`src/rtl/rr_grant_scheduler8_if.sv`:
```
// Requester-side bundle for the 8-way round-robin scheduler.
// Pure wiring, no latency.
// No backpressure: requests are level-held until granted.
interface rr_grant_scheduler8_if;
  logic       en;
  logic [7:0] req;
  logic [7:0] gnt;
  logic [2:0] gnt_idx;
  logic       gnt_valid;
  logic [2:0] ptr;

  // Requesters drive en/req and observe the grant.
  modport master (
    output en, req,
    input  gnt, gnt_idx, gnt_valid, ptr
  );

  // The scheduler consumes en/req and drives the grant.
  modport slave (
    input  en, req,
    output gnt, gnt_idx, gnt_valid, ptr
  );
endinterface

```
`src/rtl/rr_grant_scheduler8.sv`:
```
// Round-robin scheduler sharing one resource among 8 requesters, with a hold-time limit.
// Latency: a request sampled at an edge is granted on that edge (visible one cycle later).
// Backpressure: a requester simply keeps req high until it sees its gnt bit.
module rr_grant_scheduler8 #(
  parameter int unsigned MAX_HOLD = 4
) (
  input  logic                  clk,
  input  logic                  rst,
  rr_grant_scheduler8_if.slave  bus
);

  typedef enum logic {IDLE, GRANT} state_t;

  // Last hold count before a forced release; only meaningful when limited.
  localparam bit         HOLD_LIMITED = (MAX_HOLD != 0);
  localparam logic [7:0] HOLD_LAST    = (MAX_HOLD == 0) ? 8'd0 : 8'(MAX_HOLD - 1);

  state_t     state_q, state_d;
  logic [7:0] gnt_q, gnt_d;
  logic [2:0] gnt_idx_q, gnt_idx_d;
  logic       gnt_valid_q, gnt_valid_d;
  logic [2:0] ptr_q, ptr_d;
  logic [7:0] hold_cnt_q, hold_cnt_d;

  logic [2:0] scan_start;
  logic       win_found;
  logic [2:0] win_idx;
  logic       release_now;

  // First set bit scanning circularly from start; {found, index}.
  // Walking offsets high-to-low lets the lowest offset overwrite the result.
  function automatic logic [3:0] pick(input logic [7:0] r, input logic [2:0] start);
    logic [3:0] res;
    logic [2:0] idx;
    res = 4'd0;
    for (int i = 7; i >= 0; i--) begin
      idx = start + 3'(i);
      if (r[idx]) res = {1'b1, idx};
    end
    return res;
  endfunction

  // Next-state: arbitration from ptr when idle, from g+1 on release so g is scanned last.
  always_comb begin
    state_d     = state_q;
    gnt_d       = gnt_q;
    gnt_idx_d   = gnt_idx_q;
    gnt_valid_d = gnt_valid_q;
    ptr_d       = ptr_q;
    hold_cnt_d  = hold_cnt_q;

    scan_start  = (state_q == GRANT) ? (gnt_idx_q + 3'd1) : ptr_q;
    {win_found, win_idx} = pick(bus.req, scan_start);

    release_now = !bus.req[gnt_idx_q] ||
                  (HOLD_LIMITED && (hold_cnt_q == HOLD_LAST));

    case (state_q)
      IDLE: begin
        if (bus.en && win_found) begin
          state_d     = GRANT;
          gnt_idx_d   = win_idx;
          gnt_valid_d = 1'b1;
          gnt_d       = 8'd1 << win_idx;
          hold_cnt_d  = 8'd0;
        end
      end
      GRANT: begin
        if (!release_now) begin
          if (hold_cnt_q != 8'hFF) hold_cnt_d = hold_cnt_q + 8'd1;
        end else begin
          ptr_d = gnt_idx_q + 3'd1;
          if (bus.en && win_found) begin
            gnt_idx_d   = win_idx;
            gnt_d       = 8'd1 << win_idx;
            hold_cnt_d  = 8'd0;
          end else begin
            state_d     = IDLE;
            gnt_valid_d = 1'b0;
            gnt_d       = 8'd0;
          end
        end
      end
      default: state_d = IDLE;
    endcase
  end

  // State register with synchronous reset that overrides an active grant.
  always_ff @(posedge clk) begin
    if (rst) begin
      state_q     <= IDLE;
      gnt_q       <= 8'd0;
      gnt_idx_q   <= 3'd0;
      gnt_valid_q <= 1'b0;
      ptr_q       <= 3'd0;
      hold_cnt_q  <= 8'd0;
    end else begin
      state_q     <= state_d;
      gnt_q       <= gnt_d;
      gnt_idx_q   <= gnt_idx_d;
      gnt_valid_q <= gnt_valid_d;
      ptr_q       <= ptr_d;
      hold_cnt_q  <= hold_cnt_d;
    end
  end

  assign bus.gnt       = gnt_q;
  assign bus.gnt_idx   = gnt_idx_q;
  assign bus.gnt_valid = gnt_valid_q;
  assign bus.ptr       = ptr_q;

endmodule

```
`src/flat_wrapper.sv`:
```
// flat-port wrapper written by rule: the top's interface ports become plain ports
module rr_grant_scheduler8_flat 
#(
  parameter int unsigned MAX_HOLD = 4
)
  (clk, rst, bus_en, bus_req, bus_gnt, bus_gnt_idx, bus_gnt_valid, bus_ptr);
  rr_grant_scheduler8_if bus_i ();
  input  logic clk;
  input  logic rst;
  input wire logic [$bits(bus_i.en)-1:0] bus_en;
  input wire logic [$bits(bus_i.req)-1:0] bus_req;
  output wire logic [$bits(bus_i.gnt)-1:0] bus_gnt;
  output wire logic [$bits(bus_i.gnt_idx)-1:0] bus_gnt_idx;
  output wire logic [$bits(bus_i.gnt_valid)-1:0] bus_gnt_valid;
  output wire logic [$bits(bus_i.ptr)-1:0] bus_ptr;
  assign bus_i.en = bus_en;
  assign bus_i.req = bus_req;
  assign bus_gnt = bus_i.gnt;
  assign bus_gnt_idx = bus_i.gnt_idx;
  assign bus_gnt_valid = bus_i.gnt_valid;
  assign bus_ptr = bus_i.ptr;
  rr_grant_scheduler8 #(.MAX_HOLD(MAX_HOLD)) u_core (.clk(clk), .rst(rst), .bus(bus_i));
endmodule
```
`config.mk`:
```
export PLATFORM = sky130hd
export DESIGN_NAME = rr_grant_scheduler8_flat
export DESIGN_NICKNAME = d
export VERILOG_FILES = /design/src/rtl/rr_grant_scheduler8_if.sv /design/src/rtl/rr_grant_scheduler8.sv /design/src/flat_wrapper.sv
export SDC_FILE = /design/constraint.sdc
export NUM_CORES = 1
export LEC_CHECK = 0
export CORE_MARGIN = 2
export CORE_UTILIZATION = 55
export DETAILED_ROUTE_END_ITERATION = 10
export HOLD_SLACK_MARGIN = 0.02
export PLACE_DENSITY = 0.78
export SETUP_SLACK_MARGIN = 0.4
export SLEW_MARGIN = 20
export SYNTH_ARGS = -nofsm -noshare
export SYNTH_HDL_FRONTEND = slang
export SYNTH_SLANG_ARGS = --single-unit
```
`constraint.sdc`:
```
create_clock -name clk -period 9.8 [get_ports clk]
set_input_delay 1.47 -clock clk [delete_from_list [all_inputs] [get_ports clk]]
set_output_delay 1.47 -clock clk [all_outputs]
set_load 0.05 [all_outputs]
```
==> results of run 1 <==
cells by family after synthesis:
kind of cell,count (synthesis)
flops,24
simple gates,100
compound gates,80
fa+ha+maj,4
buf+inv,17
xor+xnor,9
mux,31
metrics by stage:
step | cell area [um^2] | total power [uW] | setup WS (ns) | hold WS (ns) | util, %
3_3_place_gp | 2560 | 740 | 5.50 | 0.450 | 63.9
3_5_place_dp | 2560 | 744 | 5.48 | 0.450 | 63.9
5_1_grt | 2630 | 896 | 5.24 | 0.486 | 65.7
6_report | 2630 | 842 | 5.56 | 0.475 | 65.7
4_1_cts | 2630 | 839 | 5.59 | 0.479 | 65.7
2_1_floorplan | 2290 | 623 | 6.00 | 0.454 | -
registers in the layout (all words and copies together), names as in the netlist:
register and flops:
u_core.bus.gnt_idx 3, u_core.hold_cnt_q 8, u_core.bus.gnt_valid 1, u_core.bus.ptr 3
u_core.bus.gnt 8, u_core.state_q 1
final timing paths:
path	cells past startpoint	startpoint	endpoint
hold reg to reg	1	u_core.bus.gnt[4]$_SDFFE_PP0P_	u_core.bus.gnt[4]$_SDFFE_PP0P_
setup reg to reg	11	u_core.bus.gnt_idx[0]$_SDFFE_PP0P_	u_core.bus.gnt[1]$_SDFFE_PP0P_
hold / removal	1	u_core.bus.gnt[4]$_SDFFE_PP0P_	u_core.bus.gnt[4]$_SDFFE_PP0P_
setup / recovery	11	u_core.bus.gnt_idx[0]$_SDFFE_PP0P_	u_core.bus.gnt[1]$_SDFFE_PP0P_
cell usage after synthesis (2+ instances only):
library cell | count | area (um^2)
a2111oi_2 | 2 | 30.0
a21boi_0 | 4 | 30.0
a21o_1 | 2 | 15.0
a21oi_1 | 22 | 110
a2bb2oi_1 | 2 | 17.5
a311oi_1 | 2 | 17.5
a31oi_1 | 6 | 37.5
and2_1 | 5 | 31.3
and3_1 | 4 | 25.0
buf_2 | 3 | 15.0
clkbuf_1 | 5 | 18.8
dfxtp_1 | 24 | 480
ha_1 | 4 | 50.1
inv_1 | 5 | 18.8
mux2_2 | 7 | 78.8
mux2i_1 | 14 | 140
mux2i_2 | 3 | 41.3
mux4_2 | 6 | 135
nand2_1 | 18 | 67.6
nand2b_1 | 10 | 62.6
nand3_1 | 12 | 60.1
nor2_1 | 19 | 71.3
nor2b_1 | 2 | 12.5
nor2b_4 | 2 | 27.5
nor3_1 | 7 | 35.0
nor3_2 | 2 | 20.0
o21ai_0 | 11 | 55.1
o21ai_1 | 3 | 15.0
o22ai_1 | 2 | 12.5
o2bb2ai_1 | 8 | 70.1
o311ai_1 | 2 | 17.5
or2_1 | 3 | 18.8
or2_2 | 2 | 12.5
or3_1 | 2 | 12.5
xnor2_1 | 4 | 35.0
xnor2_2 | 2 | 32.5
power by group through the flow:
stage	clock network, uW	registers, uW	logic [uW]
after floorplan	0	192	431
after CTS	90.2	144	605
after detailed placement	0	145	599
final	90.2	144	608
after global routing	94.2	147	654
after global placement	0	145	596
metal layers:
metal	vias to the layer above	global-route usage [%]	wire, um
met1	998	37.5	2570
li1	1042	-	-
met2	79	39.5	2630
met3	4	3.13	446
met5	-	0	0
met4	0	4.75	48
layout make-up:
type | count | area, um^2 | share of cell area, %
clock buffers | 3 | 41.3 | 1.57
clock inverters | 1 | 30.0 | 1.14
inverters | 8 | 32.5 | 1.24
multi-input cells | 224 | 1730 | 65.9
flip-flops and latches | 24 | 480 | 18.3
well taps | 50 | 62.6 | 2.38
repair buffers | 25 | 250 | 9.52
==> summary.md, run 1 <==
| Metric | Value |
|---|---|
| Critical Path Max Stage Delay | `0.61 ns` |
| Synth Area in Adders | `2.19%` |
| Mapped Cells | `265` |
| Routability congestion estimate from global placement | `0.925` |
| Share of cells above drive strength 1 | `15.8%` |
| Critical path launch point type | `flop` |
| GR Util All Layers | `25.4%` |
| Critical path cell sequence | `ha_1, mux2_2, clkinv_1, ha_1, xnor2_4, mux2i_1, o311ai_1, nor3_2, a21oi_1, a21oi_2, o2bb2ai_1` |
| Die width | `68.5 um` |
| Drt drc | `0` |
| IO buf count | `25` |
| Crit. End Element | `flop` |
| Sequential area share after synthesis | `21.0%` |
| Vias per inst | `6.34` |
| Flop pwr share | `17.1%` |
| Hold WC Path Type | `reg -> reg` |
| Crit Path Category | `reg -> reg` |
| VDD IR max | `0.000246 V` |
| Synthesis Warnings | `0` |
| Status | `complete, no violations` |
| CP most frequent cell | `ha_1` |
| Top_reg_cell synth | `dfxtp_1` |
| Top delay family on crit path | `compound AO/OA/AOI/OAI gates` |
| CP required | `10.00 ns` |
| F_max | `236 MHz` |
| Critical-path top delay cell | `dfxtp_1` |
| Syn avg cell area | `8.63 um^2` |
| Tightest Pin Transition | `0.726 ns` |
| Fill count | `352` |
| Initial antenna violation count | `0` |
| Switching Share | `50.3%` |
| DIE AREA | `4690 um^2` |
| CTS Root Cell | `clkbuf_8` |
| Sw power | `424 uW` |
| Most common cell after layout, fill and taps aside | `clkdlybuf4s50_1` |
| Clk slew on worst S/H paths | `0.09 ns` |
| Tmin final | `4.24 ns` |
| Multiplexer share of the synthesized area | `18.3%` |
| Total CTS buffers | `3` |
| Vias post-DR | `2123` |
| CTS max path bufs | `2` |
| WP data arrival | `4.44 ns` |
| First-pass GRT wire length | `8990 um` |
| Setup bufs post-CTS | `0` |
| Number of global-route vias before repair | `1884` |
| Largest net degree at the start of global routing | `20` |
| Post-DP HPWL | `4300 um` |
| Max cap viols | `0` |
| Core area | `4000 um^2` |
| Slew Limit Fails | `0` |
| P_int | `419 uW` |
| Clk_lat worst skew | `0.28 ns` |
| Fin crit share | `43.2%` |
| CTS tree | `yes` |
| Clock power share | `10.7%` |
| Endpoints failing setup | `0` |
| DRT iter0 DRCs | `230` |
| P&R area growth vs syn | `15.0%` |
| Clock Sink Count | `24` |
| DIE HEIGHT | `68.5 um` |
| Compound-Gate Fraction of Synth Area | `25.6%` |
| Cell count after placement | `331` |
| # hold bufs at CTS | `0` |
| Synth Area in XOR/XNOR | `5.25%` |
| Post-CTS Resized | `0` |
| Largest family of logic cells by synthesized area | `compound AO/OA/AOI/OAI gates` |
| Power density over cell area | `320 nW/um^2` |
| TritonRoute pass-1 iters | `4` |
| Most frequent cells in the layout | `clkdlybuf4s50_1 (25), dfxtp_1 (24), a21oi_1 (22), nor2_1 (19), nand2_1 (18)` |
| Hold Vio Cnt, Final | `0` |
| Diode count | `0` |
| Unique masters post-synth | `70` |
| Ys async rst share | `0%` |
| H-tree Lvls | `1` |
| Leak | `0.000916 uW` |
| CP max FO | `19` |
| Initial Util | `57.1%` |
| RSZ-0062 raised after global routing | `no` |
| Synthesized area | `2290 um^2` |
| Logic pwr share | `72.2%` |
| R2r setup slk | `5.56 ns` |
| DR WL/cell | `17.0 um` |
| Synthesized flop and latch total | `24` |
| IO Count | `26` |
| Cell Rows | `23` |
| Final setup skew | `0.00702 ns` |
| Post-Synth Simple-Gate Area | `24.5%` |
| Buf/Inv on CP | `1` |
| Slew headroom | `51.2%` |
| Final cell count without fillers | `335` |
| Fin nets | `301` |
| ANT nets after route | `0` |
| Grt total ovfl | `0` |
| Post-synth EDFFs | `0` |
| Final TNS setup | `0 ns` |
| Routed WL | `5690 um` |
| Syn Nets | `280` |
(Power assumes the default switching activity.)
==> run 2: changes to the inputs <==
CORE_UTILIZATION = 51   (was 55)
PLACE_DENSITY = 0.76   (was 0.78)
clock period = 3.7 ns   (was 9.8 ns; I/O delays follow)
==> run 2 against run 1 <==
Design area is 8.2% higher. Final cell count is 4.8% higher. Fmax is 35% higher. Global-route usage is 1.5 points lower. Sequential power grew to 2.7 times the previous value. Via count is 5.2% higher. Largest cell class unchanged.
==> summary.md, run 2 (synthesized netlist as in run 1, its figures left out) <==
| Metric | Value |
|---|---|
| Endpoints failing setup | `0` |
| Crit. End Element | `flop` |
| TritonRoute pass-1 iters | `4` |
| Critical path launch point type | `flop` |
| Fill count | `372` |
| Most frequent cells in the layout | `clkdlybuf4s50_1 (25), a21oi_1 (21), nor2_1 (19), dfxtp_1 (19), nand2_1 (18)` |
| Status | `complete, no violations` |
| Top delay family on crit path | `compound AO/OA/AOI/OAI gates` |
| Clk slew on worst S/H paths | `0.09 ns` |
| ANT nets after route | `0` |
| Clock Sink Count | `24` |
| RSZ-0062 raised after global routing | `no` |
| IO buf count | `25` |
| CP max FO | `9` |
| Hold Vio Cnt, Final | `0` |
| Critical-path top delay cell | `dfxtp_4` |
| R2r setup slk | `0.55 ns` |
| DIE AREA | `5030 um^2` |
| Most common cell after layout, fill and taps aside | `clkdlybuf4s50_1` |
| Tightest Pin Transition | `0.677 ns` |
| Core area | `4320 um^2` |
| Max cap viols | `0` |
| Vias post-DR | `2234` |
| Critical path cell sequence | `ha_4, mux2_4, clkinv_2, ha_1, xnor2_4, buf_4, mux2i_1, o21ai_2, or3_4, o32ai_4, or2_1, a2bb2o_4` |
| CTS max path bufs | `2` |
| Number of global-route vias before repair | `2014` |
| F_max | `318 MHz` |
| Logic pwr share | `76.1%` |
| Diode count | `0` |
| H-tree Lvls | `1` |
| Setup WS post-layout | `0.551 ns` |
| GR Util All Layers | `23.8%` |
| P_int | `1250 uW` |
| IO Count | `26` |
| Largest net degree at the start of global routing | `19` |
| Fin nets | `315` |
| Final setup skew | `0.00307 ns` |
| DIE HEIGHT | `71.0 um` |
| Cell Rows | `24` |
| DR WL/cell | `17.8 um` |
| Routed WL | `6260 um` |
| Grt total ovfl | `0` |
| Tmin final | `3.15 ns` |
| P&R area growth vs syn | `24.4%` |
| CTS Root Cell | `clkbuf_8` |
| Flop pwr share | `15.6%` |
| Switching Share | `50.0%` |
| Crit Path Category | `reg -> reg` |
| CP required | `3.88 ns` |
| Leak | `0.000986 uW` |
| Buf/Inv on CP | `2` |
| Share of cells above drive strength 1 | `24.4%` |
| CTS tree | `yes` |
| Fin crit share | `85.1%` |
| Hold WC Path Type | `reg -> reg` |
| First-pass GRT wire length | `9750 um` |
| Dpl ws | `0.132 ns` |
| Slew headroom | `54.1%` |
| Total CTS buffers | `3` |
| VDD IR max | `0.000519 V` |
| Critical Path Max Stage Delay | `0.40 ns` |
| Slew Limit Fails | `0` |
| Clock power share | `8.3%` |
| Final TNS setup | `0 ns` |
| Power density over cell area | `876 nW/um^2` |
| Die width | `71.0 um` |
| Initial Util | `52.9%` |
| Vias per inst | `6.36` |
| WP data arrival | `3.33 ns` |
| DRT iter0 DRCs | `254` |
| Routability congestion estimate from global placement | `0.924` |
| Post-DP HPWL | `4410 um` |
| Sw power | `1240 uW` |
| Clk_lat worst skew | `0.27 ns` |
| Drt drc | `0` |
| Initial antenna violation count | `0` |
==> run 2: changes by cell type in the layout (fill, tap and decap cells not counted), moves of 3 or more <==
cell / before / now
a21boi_0: 4 / 1
a21boi_1: 0 / 3
buf_4: 0 / 14
dfxtp_1: 24 / 19
dfxtp_4: 0 / 3
mux2i_1: 14 / 11
mux2i_2: 3 / 6
==> run 2: worst reg2reg max path, delay by kind of cell, from the launching register on <==
family	cells	cell delay, ns
mux	2	0.42
flops	1	0.40
fa+ha+maj	2	0.55
xor+xnor	1	0.26
buf+inv	2	0.24
compound gates	3	0.62
simple gates	2	0.54
==> run 2: path summary, 6_finish.rpt <==
path | from | end | cells past startpoint
setup reg to reg | u_core.bus.gnt_idx[0]$_SDFFE_PP0P_ | u_core.bus.gnt[3]$_SDFFE_PP0P_ | 12
hold / removal | u_core.bus.gnt[6]$_SDFFE_PP0P_ | u_core.bus.gnt[6]$_SDFFE_PP0P_ | 1
hold reg to reg | u_core.bus.gnt[6]$_SDFFE_PP0P_ | u_core.bus.gnt[6]$_SDFFE_PP0P_ | 1
setup / recovery | u_core.bus.gnt_idx[0]$_SDFFE_PP0P_ | u_core.bus.gnt[3]$_SDFFE_PP0P_ | 12
==> run 2: per-stage QoR <==
stage / power [uW] / area [um^2] / cells / util, % / hold WS, ns
after floorplan: 1670 / 2310 / 265 / - / 0.454
after CTS: 2310 / 2740 / 346 / 63.3 / 0.477
after detailed placement: 2040 / 2630 / 340 / 60.9 / 0.449
final: 2490 / 2840 / 351 / 65.8 / 0.476
after global placement: 2030 / 2630 / 340 / 60.9 / 0.450
after global routing: 2640 / 2840 / 351 / 65.8 / 0.489
==> run 2: routing by layer <==
metal	GRT usage, %	up-vias	part of all wire (%)
li1	-	1072	-
met1	34.0	1070	46
met2	38.4	77	47
met3	2.99	15	4.9
met4	5.87	0	2.8
met5	0	-	0
==> run 2: what timing repair did <==
| item | in CTS | in global routing |
|---|---|---|
| resized for setup | 5 | 13 |
| pin swaps | 2 | 4 |
| hold buffers | 0 | 0 |
| buffers inserted | 2 | 5 |
| endpoints found under the setup margin | 20 | 20 |
==> run 2: cell type report <==
type                            count  area, um^2  area share (%)
Multi-Input combinational cell    224        1830            64.3
Sequential cell                    24         494            17.4
Clock buffer                        4        66.3            2.33
Timing Repair Buffer               39         355            12.5
Inverter                            8        33.8            1.19
Tap cell                           52        65.1            2.29
==> run 2: power groups by stage <==
| stage | Clock, uW | Sequential (uW) | Combinational (uW) |
|---|---|---|---|
| 2_1_floorplan | 0 | 518 | 1150 |
| 3_3_place_gp | 0 | 383 | 1650 |
| 3_5_place_dp | 0 | 383 | 1660 |
| 4_1_cts | 212 | 381 | 1710 |
| 5_1_grt | 222 | 399 | 2020 |
| 6_report | 207 | 389 | 1890 |
==> run 3: changes to the inputs <==
CORE_UTILIZATION = 55   (was 51)
PLACE_DENSITY = 0.78   (was 0.76)
clock period = 3.6 ns   (was 3.7 ns; I/O delays follow)
==> run 3 against run 2 <==
Clock power rose by 14%. Register-to-register slack got worse by 0.06 ns. Fmax rose by 1.4%. Critical path depth fell by 1. Die area fell by 6.9%. Utilization rose by 6.8 points.
==> summary.md, run 3 (synthesized netlist as in run 1, its figures left out) <==
| Metric | Value |
|---|---|
| Fin crit share | `86.2%` |
| Fin nets | `318` |
| M1 wire length | `2840 um` |
| CTS Root Cell | `clkbuf_8` |
| P_int | `1330 uW` |
| R2r setup slk | `0.50 ns` |
| R2R Path Start | `u_core.bus.gnt_idx[0]$_SDFFE_PP0P_` |
| Number of global-route vias before repair | `2029` |
| Hold Vio Cnt, Final | `0` |
| Fill count | `312` |
| Final TNS setup | `0 ns` |
| Vias per inst | `6.42` |
| CTS tree | `yes` |
| DIE AREA | `4690 um^2` |
| Initial antenna violation count | `0` |
| DR WL met3 | `435 um` |
| CTS max path bufs | `2` |
| Flop pwr share | `15.3%` |
| Critical-path top delay cell | `dfxtp_4` |
| DRT iter0 DRCs | `267` |
| Diode count | `0` |
| Final Cell Area | `2900 um^2` |
| WP data arrival | `3.29 ns` |
| Slew Limit Fails | `0` |
| Most frequent cells in the layout | `clkdlybuf4s50_1 (25), a21oi_1 (20), nor2_1 (19), dfxtp_1 (19), nand2_1 (18)` |
| Die width | `68.5 um` |
| Status | `complete, no violations` |
| Hold path start | `u_core.bus.gnt[0]$_SDFFE_PP0P_` |
| CP required | `3.79 ns` |
| Most common cell after layout, fill and taps aside | `clkdlybuf4s50_1` |
| Power density over cell area | `897 nW/um^2` |
| Switching Share | `49.1%` |
| H-tree Lvls | `1` |
| Critical Path Max Stage Delay | `0.39 ns` |
| Crit Path Category | `reg -> reg` |
| RSZ-0062 raised after global routing | `yes` |
| Hold EP | `u_core.bus.gnt[0]$_SDFFE_PP0P_` |
| F_max | `322 MHz` |
| Dpl cell area | `2630 um^2` |
| Sw power | `1280 uW` |
| Clk_lat worst skew | `0.27 ns` |
| Crit. End Element | `flop` |
| Final setup skew | `0.00726 ns` |
| Clk slew on worst S/H paths | `0.09 ns` |
| Drt drc | `0` |
| Initial Util | `57.1%` |
| Tmin final | `3.10 ns` |
| Cell Rows | `23` |
| FF-to-FF path depth | `11` |
| WHS Path Cells | `1` |
| IO buf count | `25` |
| First-pass GRT wire length | `9800 um` |
| ANT nets after route | `0` |
| DIE HEIGHT | `68.5 um` |
| WL met2 | `2860 um` |
| Largest net degree at the start of global routing | `19` |
| IO Count | `26` |
| Logic pwr share | `75.6%` |
| Clock power share | `9.1%` |
| TritonRoute pass-1 iters | `5` |
| Max cap viols | `0` |
| Tightest Pin Transition | `0.663 ns` |
| Post-DP HPWL | `4510 um` |
| CP max FO | `7` |
| Vias post-DR | `2259` |
| Total CTS buffers | `3` |
| Critical path launch point type | `flop` |
| Critical path cell sequence | `ha_4, mux2_4, clkinv_2, ha_2, xnor2_4, mux2i_2, o311ai_1, nor3_4, a211oi_2, or2_1, a311oi_1` |
| Grt total ovfl | `0` |
| Hold WC Path Type | `reg -> reg` |
| RR Endpoint | `u_core.hold_cnt_q[2]$_SDFFE_PP0P_` |
| Top Metal Used | `met4` |
| # hold bufs at CTS | `0` |
| P&R area growth vs syn | `27.0%` |
| DR WL/cell | `17.7 um` |
| Core area | `4000 um^2` |
| Endpoints failing setup | `0` |
| VDD IR max | `0.000514 V` |
| Share of cells above drive strength 1 | `26.5%` |
| Clock Sink Count | `24` |
| Leak | `0.00101 uW` |
| GR Util All Layers | `27.8%` |
| Slew headroom | `55.1%` |
| Routed WL | `6230 um` |
| Routability congestion estimate from global placement | `0.955` |
## run 3: changes by cell type in the layout (fill, tap and decap cells not counted), sizes merged
cell	before	now
buf	14	17
bufinv	0	1
clkbuf	4	3
## run 3: what timing repair did
action	in CTS	in global routing
resized for setup	7	13
endpoints found under the setup margin	14	17
setup buffers	7	5
pin swaps	1	7
## run 3: worst max-delay path by stage
stage	startpoint	endpoint	slack (ns)	cells after the start
2_1_floorplan	u_core.bus.gnt_idx[1]$_SDFFE_PP0P_	u_core.bus.gnt[3]$_SDFFE_PP0P_	0.45	12
3_3_place_gp	bus_req[5]	u_core.bus.gnt[3]$_SDFFE_PP0P_	0.25	9
3_5_place_dp	u_core.state_q$_SDFF_PP0_	u_core.bus.gnt[3]$_SDFFE_PP0P_	0.26	12
4_1_cts	u_core.bus.gnt_idx[0]$_SDFFE_PP0P_	u_core.hold_cnt_q[2]$_SDFFE_PP0P_	0.42	11
5_1_grt	u_core.bus.gnt_idx[0]$_SDFFE_PP0P_	u_core.hold_cnt_q[2]$_SDFFE_PP0P_	0.33	11
6_report	u_core.bus.gnt_idx[0]$_SDFFE_PP0P_	u_core.hold_cnt_q[2]$_SDFFE_PP0P_	0.50	11
## run 3: cell type report
cell class	instances	area [um^2]	share of cell area, %
Sequential cell	24	494	17.0
Clock inverter	1	30.0	1.03
Inverter	8	33.8	1.16
Tap cell	50	62.6	2.15
Multi-Input combinational cell	224	1850	63.8
Clock buffer	3	41.3	1.42
Timing Repair Buffer	42	390	13.4
## run 3: critical path, delay by kind of cell, from the launching register on
family	cells	cell delay, ns
DFF	1	0.39
and+or+nand+nor	2	0.57
muxes	2	0.55
adders and majority gates	2	0.52
AOI/OAI and AO/OA	3	0.62
xor gates and xnor gates	1	0.29
buffers and inverters	1	0.08
## run 3: power groups by stage
stage	registers [uW]	clock network, uW	logic [uW]
floorplan	538	0	1200
global placement	408	0	1700
detailed placement	409	0	1720
CTS	397	242	1830
global route	404	253	2110
finish	398	237	1970
## run 3: per-layer routing
layer	up-vias	GRT usage, %
li1	1077	-
met1	1063	38.7
met2	106	45.1
met3	13	3.29
met4	0	7.50
met5	-	0
## run 3: stage by stage
stage	std cells	worst slack [ns]	total power, uW	util [%]	hold slack [ns]
CTS	347	0.415	2470	69.8	0.475
floorplan	265	0.452	1740	-	0.454
global route	352	0.335	2760	72.6	0.495
finish	352	0.495	2600	72.6	0.469
global placement	336	0.250	2110	65.8	0.452
detailed placement	336	0.262	2130	65.8	0.446
